==> config.mk <==
export PLATFORM = sky130hd
export DESIGN_NAME = stack_unit
export DESIGN_NICKNAME = d
export VERILOG_FILES = /design/src/rtl/stack_pkg.sv /design/src/rtl/stack_ram.sv /design/src/rtl/stack_unit.sv
export SDC_FILE = /design/constraint.sdc
export NUM_CORES = 1
export LEC_CHECK = 0
export ABC_AREA = 1
export CAP_MARGIN = 20
export CORE_ASPECT_RATIO = 0.75
export CORE_MARGIN = 4
export CORE_UTILIZATION = 50
export DETAILED_ROUTE_END_ITERATION = 8
export HOLD_SLACK_MARGIN = 0.1
export PLACE_DENSITY = 0.68
export RECOVER_POWER = 25
export SLEW_MARGIN = 20
export SYNTH_ARGS = -nofsm -noshare
export SYNTH_HDL_FRONTEND = slang
export SYNTH_SLANG_ARGS = --single-unit
==> constraint.sdc <==
create_clock -name clk -period 3.9 [get_ports clk]
set_input_delay 0.78 -clock clk [delete_from_list [all_inputs] [get_ports clk]]
set_output_delay 0.78 -clock clk [all_outputs]
set_load 0.01 [all_outputs]
==> src/rtl/stack_pkg.sv <==
// Shared types and constants for the hardware stack: op decode, count width, default SP.
package stack_pkg;

   localparam logic [15:0] SP_TOP_DEF = 16'hFFFF;

   // Encoding is the raw {push,pop} pair so decode is a plain cast.
   typedef enum logic [1:0] {
      OP_NONE = 2'b00,
      OP_PUSH = 2'b10,
      OP_POP  = 2'b01,
      OP_SWAP = 2'b11
   } op_t;

   function automatic int cnt_w(input int depth);
      return $clog2(depth) + 1;
   endfunction

   function automatic op_t decode_op(input logic push, input logic pop);
      return op_t'({push, pop});
   endfunction

endpackage

==> src/rtl/stack_ram.sv <==
// DEPTH x DATA_W stack storage: one synchronous write port, one registered read port, no reset.
// Read-before-write on the same address returns the old word, which the swap operation relies on.
module stack_ram #(
   parameter int DATA_W = 16,
   parameter int DEPTH  = 16
) (
   input  logic                     clk,
   input  logic                     we,
   input  logic [$clog2(DEPTH)-1:0] waddr,
   input  logic [DATA_W-1:0]        wdata,
   input  logic                     re,
   input  logic [$clog2(DEPTH)-1:0] raddr,
   output logic [DATA_W-1:0]        rdata
);

   logic [DATA_W-1:0] mem [DEPTH];

   always_ff @(posedge clk) begin
      if (we)
         mem[waddr] <= wdata;
      if (re)
         rdata <= mem[raddr];
   end

endmodule

==> src/rtl/stack_unit.sv <==
// Data end of the processor stack: count, downward-growing SP decode, sticky over/underflow flags.
// Define STACK_HWM_EN to add the hwm output (maximum count reached since reset).
module stack_unit
   import stack_pkg::*;
#(
   parameter int                DATA_W = 16,
   parameter int                DEPTH  = 16,
   parameter int                ADDR_W = 16,
   parameter logic [ADDR_W-1:0] SP_TOP = ADDR_W'(SP_TOP_DEF)
) (
   input  logic                      clk,
   input  logic                      reset,
   input  logic                      push,
   input  logic                      pop,
   input  logic [DATA_W-1:0]         wr_data,
   input  logic                      err_clr,
   output logic [DATA_W-1:0]         rd_data,
   output logic                      rd_valid,
   output logic [ADDR_W-1:0]         sp,
   output logic [cnt_w(DEPTH)-1:0]   count,
   output logic                      empty,
   output logic                      full,
   output logic                      ovf_err,
   output logic                      udf_err
`ifdef STACK_HWM_EN
   ,
   output logic [cnt_w(DEPTH)-1:0]   hwm
`endif
);

   localparam int CNT_W = cnt_w(DEPTH);
   localparam int AW    = $clog2(DEPTH);

   logic [CNT_W-1:0]  count_reg, count_next;
   logic              ovf_reg, ovf_next, udf_reg, udf_next;
   logic              rd_valid_reg, rd_valid_next;
   logic              rd_loaded_reg;
   logic              ovf_set, udf_set;
   logic              we, re;
   logic [AW-1:0]     waddr, top_addr;
   logic [DATA_W-1:0] ram_q;
   op_t               op;

   assign op       = decode_op(push, pop);
   assign empty    = (count_reg == '0);
   assign full     = (count_reg == CNT_W'(DEPTH));
   assign top_addr = AW'(count_reg - CNT_W'(1));

   always_comb begin
      count_next    = count_reg;
      we            = 1'b0;
      re            = 1'b0;
      waddr         = count_reg[AW-1:0];
      rd_valid_next = 1'b0;
      ovf_set       = 1'b0;
      udf_set       = 1'b0;
      case (op)
         OP_PUSH: begin
            if (full) begin
               ovf_set = 1'b1;
            end else begin
               we         = 1'b1;
               count_next = count_reg + CNT_W'(1);
            end
         end
         OP_POP: begin
            if (empty) begin
               udf_set = 1'b1;
            end else begin
               re            = 1'b1;
               rd_valid_next = 1'b1;
               count_next    = count_reg - CNT_W'(1);
            end
         end
         OP_SWAP: begin
            // Swap overwrites the top entry while the RAM reads its old contents.
            if (empty) begin
               udf_set = 1'b1;
            end else begin
               we            = 1'b1;
               waddr         = top_addr;
               re            = 1'b1;
               rd_valid_next = 1'b1;
            end
         end
         default: ;
      endcase
      ovf_next = ovf_set | (ovf_reg & ~err_clr);
      udf_next = udf_set | (udf_reg & ~err_clr);
   end

   always_ff @(posedge clk or negedge reset) begin
      if (!reset) begin
         count_reg     <= '0;
         ovf_reg       <= 1'b0;
         udf_reg       <= 1'b0;
         rd_valid_reg  <= 1'b0;
         rd_loaded_reg <= 1'b0;
      end else begin
         count_reg     <= count_next;
         ovf_reg       <= ovf_next;
         udf_reg       <= udf_next;
         rd_valid_reg  <= rd_valid_next;
         if (re)
            rd_loaded_reg <= 1'b1;
      end
   end

   stack_ram #(
      .DATA_W (DATA_W),
      .DEPTH  (DEPTH)
   ) u_ram (
      .clk   (clk),
      .we    (we),
      .waddr (waddr),
      .wdata (wr_data),
      .re    (re),
      .raddr (top_addr),
      .rdata (ram_q)
   );

   // The RAM output has no reset, so rd_data reads as zero until the first successful pop.
   assign rd_data  = rd_loaded_reg ? ram_q : '0;
   assign rd_valid = rd_valid_reg;
   assign count    = count_reg;
   assign sp       = SP_TOP - ADDR_W'(count_reg);
   assign ovf_err  = ovf_reg;
   assign udf_err  = udf_reg;

`ifdef STACK_HWM_EN
   logic [CNT_W-1:0] hwm_reg;

   always_ff @(posedge clk or negedge reset) begin
      if (!reset)
         hwm_reg <= '0;
      else if (count_next > hwm_reg)
         hwm_reg <= count_next;
   end

   assign hwm = hwm_reg;
`endif

endmodule
Yosys cells after proc, flatten, opt, wreduce, memory -nomap -nowiden --
Memory sizes are Yosys's and may differ from the RTL's. A register that Yosys moved wholly into a read port is not among the register bits. Index checks and enable logic that the tools add are counted. W data, S select, Z words.
Operators by class: reduce and logical (&&, ||, !) cells 4, $add $sub $neg 3, bitwise gates (word level) 5, equal/unequal tests 6, multiplexer cells 16
Operators by type and width (number):
- $mux W16 | 1
- $mux W5 | 2
- $pmux W5 S2 | 1
- $mux W1 | 9
- $mux W4 | 2
- $sub A1 B6 Y7 const A | 1
- $add A5 B1 Y5 const B | 1
- $eq A5 B5 Y1 const B | 1
- $logic_not A5 Y1 | 1
- $sub A5 B1 Y5 const B | 1
- $eq A2 B2 Y1 const B | 2
- $ne A2 B2 Y1 const B | 2
- $reduce_and A3 Y1 | 1
- $and A1 B1 Y1 | 2
- $eq A2 B1 Y1 const B | 1
- $or A1 B1 Y1 | 2
- $pmux W1 S2 | 1
- $reduce_bool A2 Y1 | 1
- $reduce_or A2 Y1 | 1
- $not A1 Y1 | 1
Storage, ports and cells: RAM bits 256, flip-flop bits (word level) 9, memories 1, bits of input ports 21
Memory list:
- u_ram.mem | words 16, bits a word 16, rd ports 1, clocked after memory_dff 1, wr ports 1, RTL line stack_ram.sv:16 | logic [DATA_W-1:0] mem [DEPTH];

Depth between registers and ports, before layout --
depth in word-level cells 5, depth in mapped cells 14

Modules after synthesis --
From an unflattened synthesis, not the netlist that was laid out.
Unflattened totals: cells, all modules 1210, area, all modules 12405.6 µm²
By module, submodules not included:
- stack_ram | instances 1, seq. area each 8167.8 µm², area an instance 11541.1 µm², cells an instance 1074
- stack_unit | instances 1, seq. area each 225.2 µm², area an instance 864.6 µm², cells an instance 136

Least setup slack after synthesis --
OpenSTA, ideal clock, no wires.
path type reg2reg, from reg count_reg[0], in the netlist count[0], to mem u_ram.mem[8][0] (enable), library setup time 0.388 ns, arrival time 2.548 ns, path buffers 5, setup slack 0.964 ns, stages on the path, launching flop included 12, required time 3.512 ns, path through dfrtp_1 buf_6 inv_4 buf_6 buf_2 ha_1 buf_4 inv_2 clkbuf_1 o21ai_1 nand2_1 nor2_1
On the way: word-level cells in the longest chain between the ends 5, elaborated cells on any way between the ends 10, those cells by class 1 x add/sub; 1 x eq/ne; 7 x mux; 1 x reduce/logical
RTL lines:
- start, declared | RTL line stack_unit.sv:34 | logic [CNT_W-1:0] count_reg, count_next;
- start signal, assigned | RTL line stack_unit.sv:100 | count_reg <= count_next;
- $eq A5 B5 Y1 or $logic_not A5 Y1 (tied branches) | RTL line stack_unit.sv:46, stack_unit.sv:45
- $mux W1 (on tied branches) | RTL line stack_unit.sv:59, stack_unit.sv:77
- $pmux W1 S2 | RTL line stack_unit.sv:57 | case (op)
- $mux W1 | RTL line stack_ram.sv:19 | if (we)
- $mux W1 (not written as such) | RTL line stack_ram.sv:20 | mem[waddr] <= wdata;
- end, declared | RTL line stack_ram.sv:16
Parallel ways exist; a longest one is shown, timed or not.

Worst setup path in the final report --
from reg count_reg[1], in the netlist count[1], to reg u_ram.rdata[13] (read register of u_ram.mem), data pin
On the way: word-level cells in the longest chain between the ends 3, elaborated cells on any way between the ends 4, those cells by class 1 x add/sub; 2 x mux; 1 x reduce/logical
RTL lines:
- branches (longest 3 deep; another with $sub A5 B1 Y5)
- end, declared | RTL line stack_ram.sv:13 | output logic [DATA_W-1:0] rdata
Several ways; the timed one is not identified. A chain may end at the register's enable or synchronous reset.

==> impl_metrics.ini <==
[status]
run_status = completed

[timing]
achievable-frequency_ghz = 0.314
fin_skew_ps = 4.93
report.final.slew_viol_count = 0
totalNegativeSetupSlack_ps = 0
whs_ps = 525
tightestPinTransition_ps = 976
finalHoldViolCount = 0
final_min_period_over_clock_period = 0.817
rsz0062_at_grt = no
report.final.setup_viol = 0
slew-limit-headroom = 0.348
finalCriticalPeriod_ps = 3190

[clocking]
cts_root_buf = sky130_fd_sc_hd__clkbuf_16
worstSkewPairLatency_ps = 540
clk_path_buf_depth = 3
tritoncts = done
clock_sinks = 281
clkTransAtPathRegs_ps = 60
number_of_cts_inserted_buffers = 27
htreeDepth = 1
holdBufCountCts = 0
post-cts-setup-buffer-count = 0
ctsResizeCount = 0

[floorplanning]
total_die_area_mm2 = 0.0258
coreArea_mm2 = 0.0229
initial_core_util = 0.507
fp-row-count = 48
top_level_ports = 63
die_h_um = 140
dieWidth_um = 184

[logic_synthesis]
number_of_flops_mapped_to_enable_cells_by_yosys = 272
flip_flop_and_latch_count_after_synthesis = 281
ys_seq_area_frac = 0.722
syn_inst = 962
synth.top_cells.by_count = sky130_fd_sc_hd__edfxtp_1, sky130_fd_sc_hd__nor2_1, sky130_fd_sc_hd__o21ai_0
leading_post_synthesis_cells_by_cell_area = sky130_fd_sc_hd__edfxtp_1, sky130_fd_sc_hd__nor2_1, sky130_fd_sc_hd__o21ai_0
asyncSetResetFlopFracSynth = 0.0320
synth_top_area_share = 0.702
synth_most_common_cell = sky130_fd_sc_hd__edfxtp_1
synth-warning-count = 0
synthDominantAreaCellType = sky130_fd_sc_hd__edfxtp_1
synthesis.area_mm2 = 0.0116
synth_top_flop_cell = sky130_fd_sc_hd__edfxtp_1
synthDistinctLibCells = 31
syn_area_per_cell_um2 = 12.1

[placement]
postPlaceCellArea_mm2 = 0.0124
port_buffers = 51
place.detailed.hpwl_um = 18500
numPlacedInstances = 1278
finalWeightedCongestion = 0.899

[cells_and_area]
finish.utilization = 0.577
post_route_cells_drive_above_1_share = 0.0988
stdcell_area_mm2 = 0.0132
final_non_filler_cell_total = 1322
antenna_cells_inserted = 0
largest_reg_flops = 256
final_net_count = 1031
syn_to_layout_area_delta_pct = 13.9

[routing]
drt_iter0_markers = 1188
drtAntennaViolNets = 0
firstDrtPassIters = 6
detailroute.via_count = 7640
drt-wirelength-per-cell_um = 22.5
finalWirelength_um = 29800
drc = 0
avgViaCountPerCell = 5.78

[global_route]
grt_first_pass_wirelength_um = 44700
number_of_antenna_violations_at_the_first_check_in_global_routing = 0
via_count_of_the_first_global_routing_pass = 7053
global_route.usage.total = 0.230
maximum_number_of_pins_on_one_net_before_global_route_repair = 75
grt_overflow = 0

[critical_path]
endpoint_type_of_the_worst_setup_path = flip-flop
crit-reg2reg-capture = u_ram.rdata[13]$_DFFE_PP_
timing.critical_path.from_type = flip-flop
worst-path-max-fanout = 41
crit_required_ps = 4180
setup.reg_to_reg.worst_slack_ps = 710
critical_path.reg2reg.startpoint = count[1]$_DFFE_PN0P_
rr_worst_depth = 9
data_arrival_time_of_the_critical_path_ps = 3470
timing.setup.critical_path_class = flip-flop to flip-flop

[min_path]
min_path_cells = 2
hold-path-endpoint = ovf_err$_DFF_PN0_
hold_path.startpoint = ovf_err$_DFF_PN0_
hold_path_class = flip-flop to flip-flop

[power_and_ir_drop]
ir_drop_mv = 0.411
power.density_cell_area_mw_per_mm2 = 870
leakagePower_nw = 4.60

[flow_run]
max_cap_viol_count = 0
## routing by layer
| metal | part of all wire | track usage |
|---|---|---|
| met5 | 0 | 0 |
| met4 | 0.021 | 0.0482 |
| met3 | 0.13 | 0.0768 |
| met2 | 0.39 | 0.295 |
| met1 | 0.45 | 0.378 |
## per-stage QoR
stage	worst slack, ps	total power [mW]
6_report	714	11.5
3_3_place_gp	741	8.82
3_5_place_dp	696	8.85
2_1_floorplan	964	7.05
4_1_cts	852	11.5
5_1_grt	531	12.2
## final cells by class
cell class                 instances  area [um2]
multi-input combinational        591        2800
sequential                       281        8400
inverter                          35         134
tap                              300         375
clock buffer                      31         691
clock inverter                    13         190
timing repair buffer              71         661
fill                            1879        9690
## critical path, cell delays in order (launching register included)
cell                       delay (ps)
sky130_fd_sc_hd__dfrtp_1          320
sky130_fd_sc_hd__buf_4            160
sky130_fd_sc_hd__inv_1            150
sky130_fd_sc_hd__ha_1             930
sky130_fd_sc_hd__buf_4            520
sky130_fd_sc_hd__nor2_1           140
sky130_fd_sc_hd__o21ai_0          230
sky130_fd_sc_hd__o211ai_1         210
sky130_fd_sc_hd__nand3_1          170
sky130_fd_sc_hd__nand2_1           70
## worst max-delay path by stage
stage / slack (ps) / startpoint / depth (start not counted) / end
floorplan: 960 / count[0]$_DFFE_PN0P_ / 11 / u_ram.mem[8][0]$_DFFE_PP_
global placement: 740 / pop / 9 / u_ram.mem[3][12]$_DFFE_PP_
detailed placement: 700 / pop / 9 / u_ram.mem[3][1]$_DFFE_PP_
CTS: 850 / count[1]$_DFFE_PN0P_ / 6 / empty
global route: 530 / count[1]$_DFFE_PN0P_ / 9 / u_ram.rdata[2]$_DFFE_PP_
finish: 710 / count[1]$_DFFE_PN0P_ / 9 / u_ram.rdata[13]$_DFFE_PP_
## cells in the final DEF (no fill, tap or decap), drive strengths merged, types with 7 or more instances in the layout
cell           synthesis  final
buf                   51     20
conb                   1     11
nand2                 75     75
o21ai                136    136
dlygate4sd3            0     10
nand3                 71     71
clkbuf                14     31
clkinv                 0      7
clkdlybuf4s50          0     41
dfrtp                  9      9
nor2                 252    252
o211ai                33     33
inv                   35     36
edfxtp               272    272
## power breakdown
group          switching, mW  total [mW]  internal [mW]
Sequential             0.123        3.92           3.80
Clock                   1.07        2.66           1.59
Combinational           3.50        4.95           1.45
## cell families after synthesis
group,share of synthesized area
flip-flops,0.722
buffers and inverters,0.0441
adder cells (fa/ha/maj),0.00323
XOR/XNOR,0.00506
AND/OR/NAND/NOR,0.144
other,0.000322
AO/OA/AOI/OAI,0.0818
(Power assumes the default switching activity.)
